## src/rtl/z_core_div_unit.sv

```systemverilog
// Iterative radix-2 restoring divider for RV32M DIV/DIVU/REM/REMU, one quotient bit per cycle.
// Optional operand/result cache for back-to-back DIV/REM on the same operands: Z_CORE_DIV_CACHE_EN.
module z_core_div_unit #(
    parameter int DATA_WIDTH = 32
) (
    input  logic                  clk,
    input  logic                  rst,
    input  logic                  div_start,
    input  logic [1:0]            div_op,
    input  logic [DATA_WIDTH-1:0] div_in1,
    input  logic [DATA_WIDTH-1:0] div_in2,
    input  logic                  div_flush,
    output logic                  div_busy,
    output logic                  div_done,
    output logic [DATA_WIDTH-1:0] div_out
);
    localparam int CNT_W = $clog2(DATA_WIDTH);
    localparam logic [CNT_W-1:0]      LAST_ITER = CNT_W'(DATA_WIDTH - 1);
    localparam logic [DATA_WIDTH-1:0] ALL_ONES  = {DATA_WIDTH{1'b1}};
    localparam logic [DATA_WIDTH-1:0] MIN_NEG   = {1'b1, {(DATA_WIDTH-1){1'b0}}};

    typedef enum logic [1:0] {IDLE, CALC, FIX} state_t;

    state_t                r_state;
    state_t                w_nextState;
    logic [CNT_W-1:0]      r_cnt;
    logic [DATA_WIDTH-1:0] r_rem;
    logic [DATA_WIDTH-1:0] r_quo;
    logic [DATA_WIDTH-1:0] r_divisor;
    logic [DATA_WIDTH-1:0] r_out;
    logic                  r_quoNeg;
    logic                  r_remNeg;
    logic                  r_isRem;

    logic                  w_accept;
    logic                  w_isSigned;
    logic                  w_isRem;
    logic                  w_divZero;
    logic                  w_overflow;
    logic                  w_special;
    logic [DATA_WIDTH-1:0] w_specialOut;
    logic [DATA_WIDTH-1:0] w_mag1;
    logic [DATA_WIDTH-1:0] w_mag2;
    logic [DATA_WIDTH-1:0] w_shifted;
    logic                  w_ge;
    logic [DATA_WIDTH-1:0] w_nextRem;
    logic [DATA_WIDTH-1:0] w_nextQuo;
    logic [DATA_WIDTH-1:0] w_quoFix;
    logic [DATA_WIDTH-1:0] w_remFix;
    logic                  w_lastIter;
    logic                  w_cacheHit;
    logic [DATA_WIDTH-1:0] w_cacheOut;

    assign w_accept   = (r_state == IDLE) && div_start && !div_flush;
    assign w_isSigned = ~div_op[0];
    assign w_isRem    = div_op[1];
    assign w_divZero  = (div_in2 == '0);
    assign w_overflow = w_isSigned && (div_in1 == MIN_NEG) && (div_in2 == ALL_ONES);
    assign w_special  = w_divZero | w_overflow;
    assign w_specialOut = w_isRem ? (w_divZero ? div_in1 : '0)
                                  : (w_divZero ? ALL_ONES : MIN_NEG);
    assign w_mag1 = (w_isSigned && div_in1[DATA_WIDTH-1]) ? -div_in1 : div_in1;
    assign w_mag2 = (w_isSigned && div_in2[DATA_WIDTH-1]) ? -div_in2 : div_in2;

    // A set top remainder bit means the shifted value exceeds any 32-bit divisor.
    assign w_shifted  = {r_rem[DATA_WIDTH-2:0], r_quo[DATA_WIDTH-1]};
    assign w_ge       = r_rem[DATA_WIDTH-1] | (w_shifted >= r_divisor);
    assign w_nextRem  = w_ge ? (w_shifted - r_divisor) : w_shifted;
    assign w_nextQuo  = {r_quo[DATA_WIDTH-2:0], w_ge};
    assign w_quoFix   = r_quoNeg ? -w_nextQuo : w_nextQuo;
    assign w_remFix   = r_remNeg ? -w_nextRem : w_nextRem;
    assign w_lastIter = (r_state == CALC) && !div_flush && (r_cnt == LAST_ITER);

`ifdef Z_CORE_DIV_CACHE_EN
    logic [DATA_WIDTH-1:0] r_in1;
    logic [DATA_WIDTH-1:0] r_in2;
    logic                  r_signed;
    logic [DATA_WIDTH-1:0] r_cIn1;
    logic [DATA_WIDTH-1:0] r_cIn2;
    logic [DATA_WIDTH-1:0] r_cQuo;
    logic [DATA_WIDTH-1:0] r_cRem;
    logic                  r_cSigned;
    logic                  r_cValid;

    assign w_cacheHit = r_cValid && (r_cIn1 == div_in1) && (r_cIn2 == div_in2)
                        && (r_cSigned == w_isSigned);
    assign w_cacheOut = w_isRem ? r_cRem : r_cQuo;

    always_ff @(posedge clk) begin
        if (rst) begin
            r_in1     <= '0;
            r_in2     <= '0;
            r_signed  <= 1'b0;
            r_cIn1    <= '0;
            r_cIn2    <= '0;
            r_cQuo    <= '0;
            r_cRem    <= '0;
            r_cSigned <= 1'b0;
            r_cValid  <= 1'b0;
        end else if (div_flush) begin
            r_cValid <= 1'b0;
        end else if (w_accept && !w_special && !w_cacheHit) begin
            r_in1    <= div_in1;
            r_in2    <= div_in2;
            r_signed <= w_isSigned;
            r_cValid <= 1'b0;
        end else if (w_lastIter) begin
            r_cIn1    <= r_in1;
            r_cIn2    <= r_in2;
            r_cSigned <= r_signed;
            r_cQuo    <= w_quoFix;
            r_cRem    <= w_remFix;
            r_cValid  <= 1'b1;
        end
    end
`else
    assign w_cacheHit = 1'b0;
    assign w_cacheOut = '0;
`endif

    always_ff @(posedge clk) begin
        if (rst) r_state <= IDLE;
        else     r_state <= w_nextState;
    end

    always_comb begin
        w_nextState = r_state;
        unique case (r_state)
            IDLE: if (w_accept) w_nextState = (w_special || w_cacheHit) ? FIX : CALC;
            CALC: begin
                if (div_flush)                 w_nextState = IDLE;
                else if (r_cnt == LAST_ITER)   w_nextState = FIX;
            end
            FIX:     w_nextState = IDLE;
            default: w_nextState = IDLE;
        endcase
    end

    always_comb begin
        div_busy = (r_state != IDLE);
        div_done = (r_state == FIX);
    end

    assign div_out = r_out;

    // Shortcut completions load the result at accept; the iterative path loads it on its final step.
    always_ff @(posedge clk) begin
        if (rst) begin
            r_cnt     <= '0;
            r_rem     <= '0;
            r_quo     <= '0;
            r_divisor <= '0;
            r_quoNeg  <= 1'b0;
            r_remNeg  <= 1'b0;
            r_isRem   <= 1'b0;
            r_out     <= '0;
        end else if (w_accept) begin
            if (w_special) begin
                r_out <= w_specialOut;
            end else if (w_cacheHit) begin
                r_out <= w_cacheOut;
            end else begin
                r_cnt     <= '0;
                r_rem     <= '0;
                r_quo     <= w_mag1;
                r_divisor <= w_mag2;
                r_quoNeg  <= w_isSigned & (div_in1[DATA_WIDTH-1] ^ div_in2[DATA_WIDTH-1]);
                r_remNeg  <= w_isSigned & div_in1[DATA_WIDTH-1];
                r_isRem   <= w_isRem;
            end
        end else if (r_state == CALC && !div_flush) begin
            r_rem <= w_nextRem;
            r_quo <= w_nextQuo;
            r_cnt <= r_cnt + CNT_W'(1);
            if (r_cnt == LAST_ITER) r_out <= r_isRem ? w_remFix : w_quoFix;
        end
    end
endmodule

```

## config.mk

```make
export PLATFORM = sky130hd
export DESIGN_NAME = z_core_div_unit
export DESIGN_NICKNAME = d
export VERILOG_FILES = /design/src/rtl/z_core_div_unit.sv
export SDC_FILE = /design/constraint.sdc
export NUM_CORES = 1
export LEC_CHECK = 0
export CORE_AREA = 10 10 154 156
export CTS_CLUSTER_DIAMETER = 60
export CTS_CLUSTER_SIZE = 28
export DETAILED_ROUTE_END_ITERATION = 8
export DIE_AREA = 0 0 164 166
export GPL_TIMING_DRIVEN = 1
export PLACE_DENSITY = 0.72
export SETUP_SLACK_MARGIN = 0.05
export SYNTH_ARGS = -nofsm -noshare
export SYNTH_HDL_FRONTEND = slang
export SYNTH_SLANG_ARGS = --single-unit
```

## constraint.sdc

```tcl
create_clock -name clk -period 9.3 [get_ports clk]
set_clock_uncertainty 0.1 [all_clocks]
set_input_delay 1.86 -clock clk [delete_from_list [all_inputs] [get_ports clk]]
set_output_delay 1.86 -clock clk [all_outputs]
set_load 0.01 [all_outputs]
```

==> results of run 1 <==
==> placed cells by master, fill, tap and decap left out, types with 7 or more instances in the layout <==
cell type,instances
clkdlybuf4s50_1,102
xor2_1,51
a21o_1,12
a22oi_1,20
dfxtp_1,138
or4_1,10
nor3_1,44
nor2_1,268
mux2i_1,18
inv_1,62
nor2b_1,9
a21oi_1,129
nand3_1,17
nor4_1,13
or3_1,23
nand2_1,157
a31oi_1,17
o41ai_1,15
ha_1,39
nand3b_1,7
clkbuf_16,17
buf_4,13
or2_2,7
a311oi_1,12
o211ai_1,15
nand4_1,19
o21ai_0,106
xnor2_1,82
nand2b_1,13
o31ai_1,19
a211oi_1,75
o21a_1,8
==> registers in the layout, indices dropped and copies added (netlist names) <==
name       flops
r_quoNeg       1
r_quo         32
r_cnt          5
r_divisor     32
r_remNeg       1
div_out       32
r_rem         32
r_state        2
r_isRem        1
==> cell type report <==
type,count,area [sq um],area share
clock buffers,18,429,0.0331
clock inverters,13,215,0.0166
inverters,63,236,0.0182
multi-input cells,1295,7860,0.606
flip-flops and latches,138,2760,0.213
well taps,275,344,0.0265
repair buffers,115,1120,0.0863
==> stage by stage <==
stage	hold WS (ns)	worst slack [ns]	area (sq um)	std cells	power, mW
2_1_floorplan	0.346	3.74	11200	1596	1.03
3_3_place_gp	0.376	2.46	12300	1886	1.19
3_5_place_dp	0.380	2.37	12300	1886	1.20
4_1_cts	0.389	2.80	13000	1917	1.96
5_1_grt	0.416	2.28	13000	1917	2.05
6_report	0.387	2.70	13000	1917	1.97
==> power by group <==
group / internal, mW / total, mW / switching, mW / leakage [nW]
Combinational: 0.210 / 0.554 / 0.344 / 3.39
Sequential: 0.618 / 0.644 / 0.0265 / 1.12
Clock: 0.478 / 0.767 / 0.289 / 0.311
Total: 1.31 / 1.97 / 0.660 / 4.82
==> cell families (layout without fill, tap and decap cells) <==
family / Yosys count / after routing / share of synthesized area
AO/OA/AOI/OAI: 483 / 483 / 0.279
XOR/XNOR: 133 / 133 / 0.104
adder cells (fa/ha/maj): 40 / 40 / 0.0452
buffers and inverters: 163 / 209 / 0.0569
flip-flops: 138 / 138 / 0.246
multiplexers: 22 / 22 / 0.0201
AND/OR/NAND/NOR: 617 / 617 / 0.249
==> worst min-delay path by stage <==
stage,startpoint,end,slack [ns],cells past startpoint
after floorplan,r_divisor[31],r_divisor[31],0.35,2
after global placement,div_out[23],div_out[23],0.38,2
after detailed placement,div_out[27],div_out[27],0.38,2
after CTS,div_out[27],div_out[27],0.39,2
after global routing,r_divisor[16],r_divisor[16],0.42,2
final,div_out[27],div_out[27],0.39,2
==> worst min-delay path, delay by kind of cell, from the launching register on <==
kind	cells	cell delay [ns]
AO/OA/AOI/OAI	1	0.07
flip-flops	1	0.31
AND/OR/NAND/NOR	1	0.05
==> per-layer routing <==
metal	vias to the layer above	global-route usage	wire length, um
li1	5774	-	-
met1	5547	0.347	15900
met2	437	0.419	16900
met3	64	0.0496	2780
met4	0	0.0801	884
met5	-	0	0
==> results.toml, run 1 <==
[routing]
drtIter0Drc = 1169
ant_nets = 0
vias_per_cell = 6.17
post-route-drc-count = 0
vias = 11800
dr.pass1.iters = 5
wl_per_cell_um = 19.0
routed_wl_um = 36400

[clock_network]
cts_made_buffers = 17
postCtsSetupBuffers = 0
cts_tree = "done"
cts.sinks = 138
ctsHoldBuffers = 0
clk_pin_slew_ns = 0.06
clk_latency_ns = 0.44
cts.htree.levels = 4
ctsLongestPathBuffers = 2
root_buffer = "clkbuf_16"
cts_resized = 0

[final_layout]
final_util = 0.626
fillCellCount = 1955
fin_nets = 1740
diodes = 0
drive_gt1_frac = 0.0451
syn_to_final_growth_pct = 15.4

[synthesis]
synth.most_common_cell = "nor2_1"
yosysWarnings = 0
ys_types = 77
netlist.area_leader.share = 0.246
syn_nets = 1706
synth_ff_type = "dfxtp_1"
synth-seq-cells = 138
synthTopCellsByArea = "dfxtp_1 25%, nor2_1 9.0%, xnor2_1 6.4%"
synth_area_sq_um = 11200
synth_edf_count = 0
syn_inst = 1596
yosysTopAreaCell = "dfxtp_1"
async_flop_share = 0
yosys-top-cells-count = "269 x nor2_1, 157 x nand2_1, 138 x dfxtp_1"
yosysSeqAreaShare = 0.246
synth_area_per_cell_sq_um = 7.04

[critical_path]
critPathLaunch = "div_in1[6]"
required_ns = 9.49
worstReg2RegStart = "r_divisor[26]"
startpoint_type = "input pin"
r2r_cells = 16
crit_chain = "clkdlybuf4s50_1 -> or4_1 -> nor3_1 -> nand2_1 -> or2_2 -> nor2_1 -> and3b_1 -> nand3b_1 -> o211a_2 -> buf_4 -> nor2_4 -> buf_4 -> a211oi_1 -> a21oi_1 -> nor2_1"
r2r_slack_ns = 3.48
endpoint_kind = "flop"
crit_cells = 15
crit_buf_inv = 3
rr_endpoint = "div_out[27]"
cp_max_fo = 79
arrival_ns = 6.79
critPathMaxStageDelay_ns = 0.88
crit_family = "simple AND/OR/NAND/NOR gates"
cp_slowest_cell = "nor2_4"
cp-endpoint = "r_quo[11]"
path_class = "input pin to flop"

[global_routing]
grt_first_pass_wirelength_um = 58500
grt_overflow = 0
grt_usage = 0.262
grt_max_degree = 80
first_global_vias = 11000
antenna_found_initial = 0

[power]
peakVddDrop_uv = 121
power.density_nw_per_um2 = 152
leakage_nw = 4.82

[sta]
rsz0062_at_grt = "false"
slew_viol_final = 0
fin_crit_ns = 6.60
setup_tns_ns = 0
achievable-frequency_ghz = 0.151
hold_viol_final = 0
setup_viol = 0
tightest_slew_ns = 1.17
period_share = 0.710
relSlewSlack = 0.215

[placement]
routabilityCongestion = 0.937
portBuffers = 103
dp_hpwl_um = 27000

[floorplan]
die_area_sq_um = 27200
initial_utilization = 0.543
fp.dieW_um = 164
core_area_sq_um = 20700
io_pins = 104
row_count = 53
fp.dieH_um = 166

[min_path]
worst_hold_path_type = "flop to flop"

[status]
outcome = "completed"

[run]
cap_violations = 0
No activity file was read; power rests on OpenSTA's default activity.
==> inputs of run 2 (changes only) <==
Clock period 9.3 ns to 6.5 ns, I/O delays scaled along.
==> run 2 against run 1 <==
Net effect: first-iteration DRC count is 0.17% higher; total power increased by 40%; highest routed layer unchanged; cell count is 0.10% higher; sequential cell count did not move; critical endpoint is now div_out[30]; die area unchanged; clock-buffer cell count fell by 1; routed wire length is 1.3% higher; design area shrank 0.15%; largest cell class unchanged; via count grew 1.2%; hold slack worse by 0.00074 ns; clock power grew 33%; sequential power up 42%.
==> results.toml, run 2 (synthesis results as in run 1) <==
[status]
outcome = "completed"

[floorplan]
row_count = 53
fp.dieW_um = 164
die_area_sq_um = 27200
core_area_sq_um = 20700
initial_utilization = 0.543
io_pins = 104
fp.dieH_um = 166

[clock_network]
cts_resized = 0
root_buffer = "clkbuf_16"
cts.sinks = 138
clk_latency_ns = 0.44
clk_pin_slew_ns = 0.06
ctsHoldBuffers = 0
ctsLongestPathBuffers = 2
cts_tree = "done"
cts.htree.levels = 4
cts_made_buffers = 17
postCtsSetupBuffers = 0

[critical_path]
critPathMaxStageDelay_ns = 0.64
path_class = "flop to flop"
required_ns = 6.67
cp_max_fo = 9
startpoint_type = "flop"
cp_slowest_cell = "nor4_1"
crit_chain = "ha_1 -> nand4_1 -> nor4_1 -> nand4_1 -> a21o_1 -> nand3_2 -> nand2_1 -> o21ai_0 -> ha_1 -> inv_1 -> or3_1 -> nor4_1 -> a41oi_1 -> or4b_4 -> or3_1 -> o31ai_4 -> xor2_1 -> a221oi_1 -> nor3_1"
endpoint_kind = "flop"
arrival_ns = 5.78

[final_layout]
drive_gt1_frac = 0.0468
postLayoutCellArea_sq_um = 12900
syn_to_final_growth_pct = 15.2
layout_common_cells = "268 x nor2_1, 157 x nand2_1, 138 x dfxtp_1"
fillCellCount = 1968
final_util = 0.625
fin_nets = 1741
diodes = 0
fin_cells = 1919
mostFrequentLayoutCell = "nor2_1"

[global_routing]
grt_first_pass_wirelength_um = 59100
antenna_found_initial = 0
grt_max_degree = 98
first_global_vias = 11100
grt_usage = 0.264
grt_overflow = 0

[sta]
achievable-frequency_ghz = 0.178
hold_viol_final = 0
relSlewSlack = 0.161
fin_crit_ns = 5.60
slew_viol_final = 0
tightest_slew_ns = 1.25
period_share = 0.862
rsz0062_at_grt = "false"
setup_tns_ns = 0
setup_viol = 0

[routing]
drtIter0Drc = 1171
post-route-drc-count = 0
wl_per_cell_um = 19.2
ant_nets = 0
routed_wl_um = 36900
vias_per_cell = 6.23
vias = 12000
dr.pass1.iters = 6

[placement]
dp_hpwl_um = 27500
routabilityCongestion = 0.975
portBuffers = 103
place_area_sq_um = 12300
dpl.cell_count = 1887

[power]
leakage_nw = 4.81
fin_total_pwr_mw = 2.75
peakVddDrop_uv = 168
power.density_nw_per_um2 = 212

[run]
cap_violations = 0

[min_path]
worst_hold_path_type = "flop to flop"
-- run 2: where the power goes --
group / total (mW) / switching [mW] / leakage, nW / internal (mW)
registers: 0.917 / 0.0335 / 1.12 / 0.884
clock network: 1.02 / 0.443 / 0.292 / 0.581
logic: 0.805 / 0.504 / 3.40 / 0.302
-- run 2: layer usage --
| metal | up-vias | global-route usage | share of wire |
|---|---|---|---|
| met2 | 496 | 0.418 | 0.46 |
| met3 | 85 | 0.0555 | 0.076 |
| met5 | - | 0 | 0 |
| met1 | 5587 | 0.349 | 0.43 |
| li1 | 5792 | - | - |
| met4 | 0 | 0.0851 | 0.029 |
-- run 2: worst paths after layout --
kind | start | end | slack [ns] | cells past startpoint
min | div_out[18] | div_out[18] | 0.39 | 2
min reg2reg | div_out[18] | div_out[18] | 0.39 | 2
max | r_rem[23] | div_out[30] | 0.90 | 19
max reg2reg | r_rem[23] | div_out[30] | 0.90 | 19
-- run 2: cell type report --
type,count,area [sq um],area share
flip-flops and latches,138,2760,0.213
inverters,63,236,0.0183
clock inverters,15,179,0.0138
well taps,275,344,0.0266
multi-input cells,1295,7860,0.607
repair buffers,116,1140,0.0880
clock buffers,17,425,0.0329
-- run 2: stage by stage --
stage | setup slack (ns) | hold WS (ns)
5_1_grt | 0.455 | 0.409
3_5_place_dp | 0.699 | 0.373
4_1_cts | 1.05 | 0.380
6_report | 0.897 | 0.386
2_1_floorplan | 0.940 | 0.346
3_3_place_gp | 0.721 | 0.368
-- run 2: worst max-delay path: cells and delay by family (launching register included) --
kind            cells  cell delay (ns)
compound gates      5             1.02
buf+inv             1             0.08
fa+ha+maj           2             0.75
simple gates       10             3.02
xor+xnor            1             0.09
flops               1             0.36
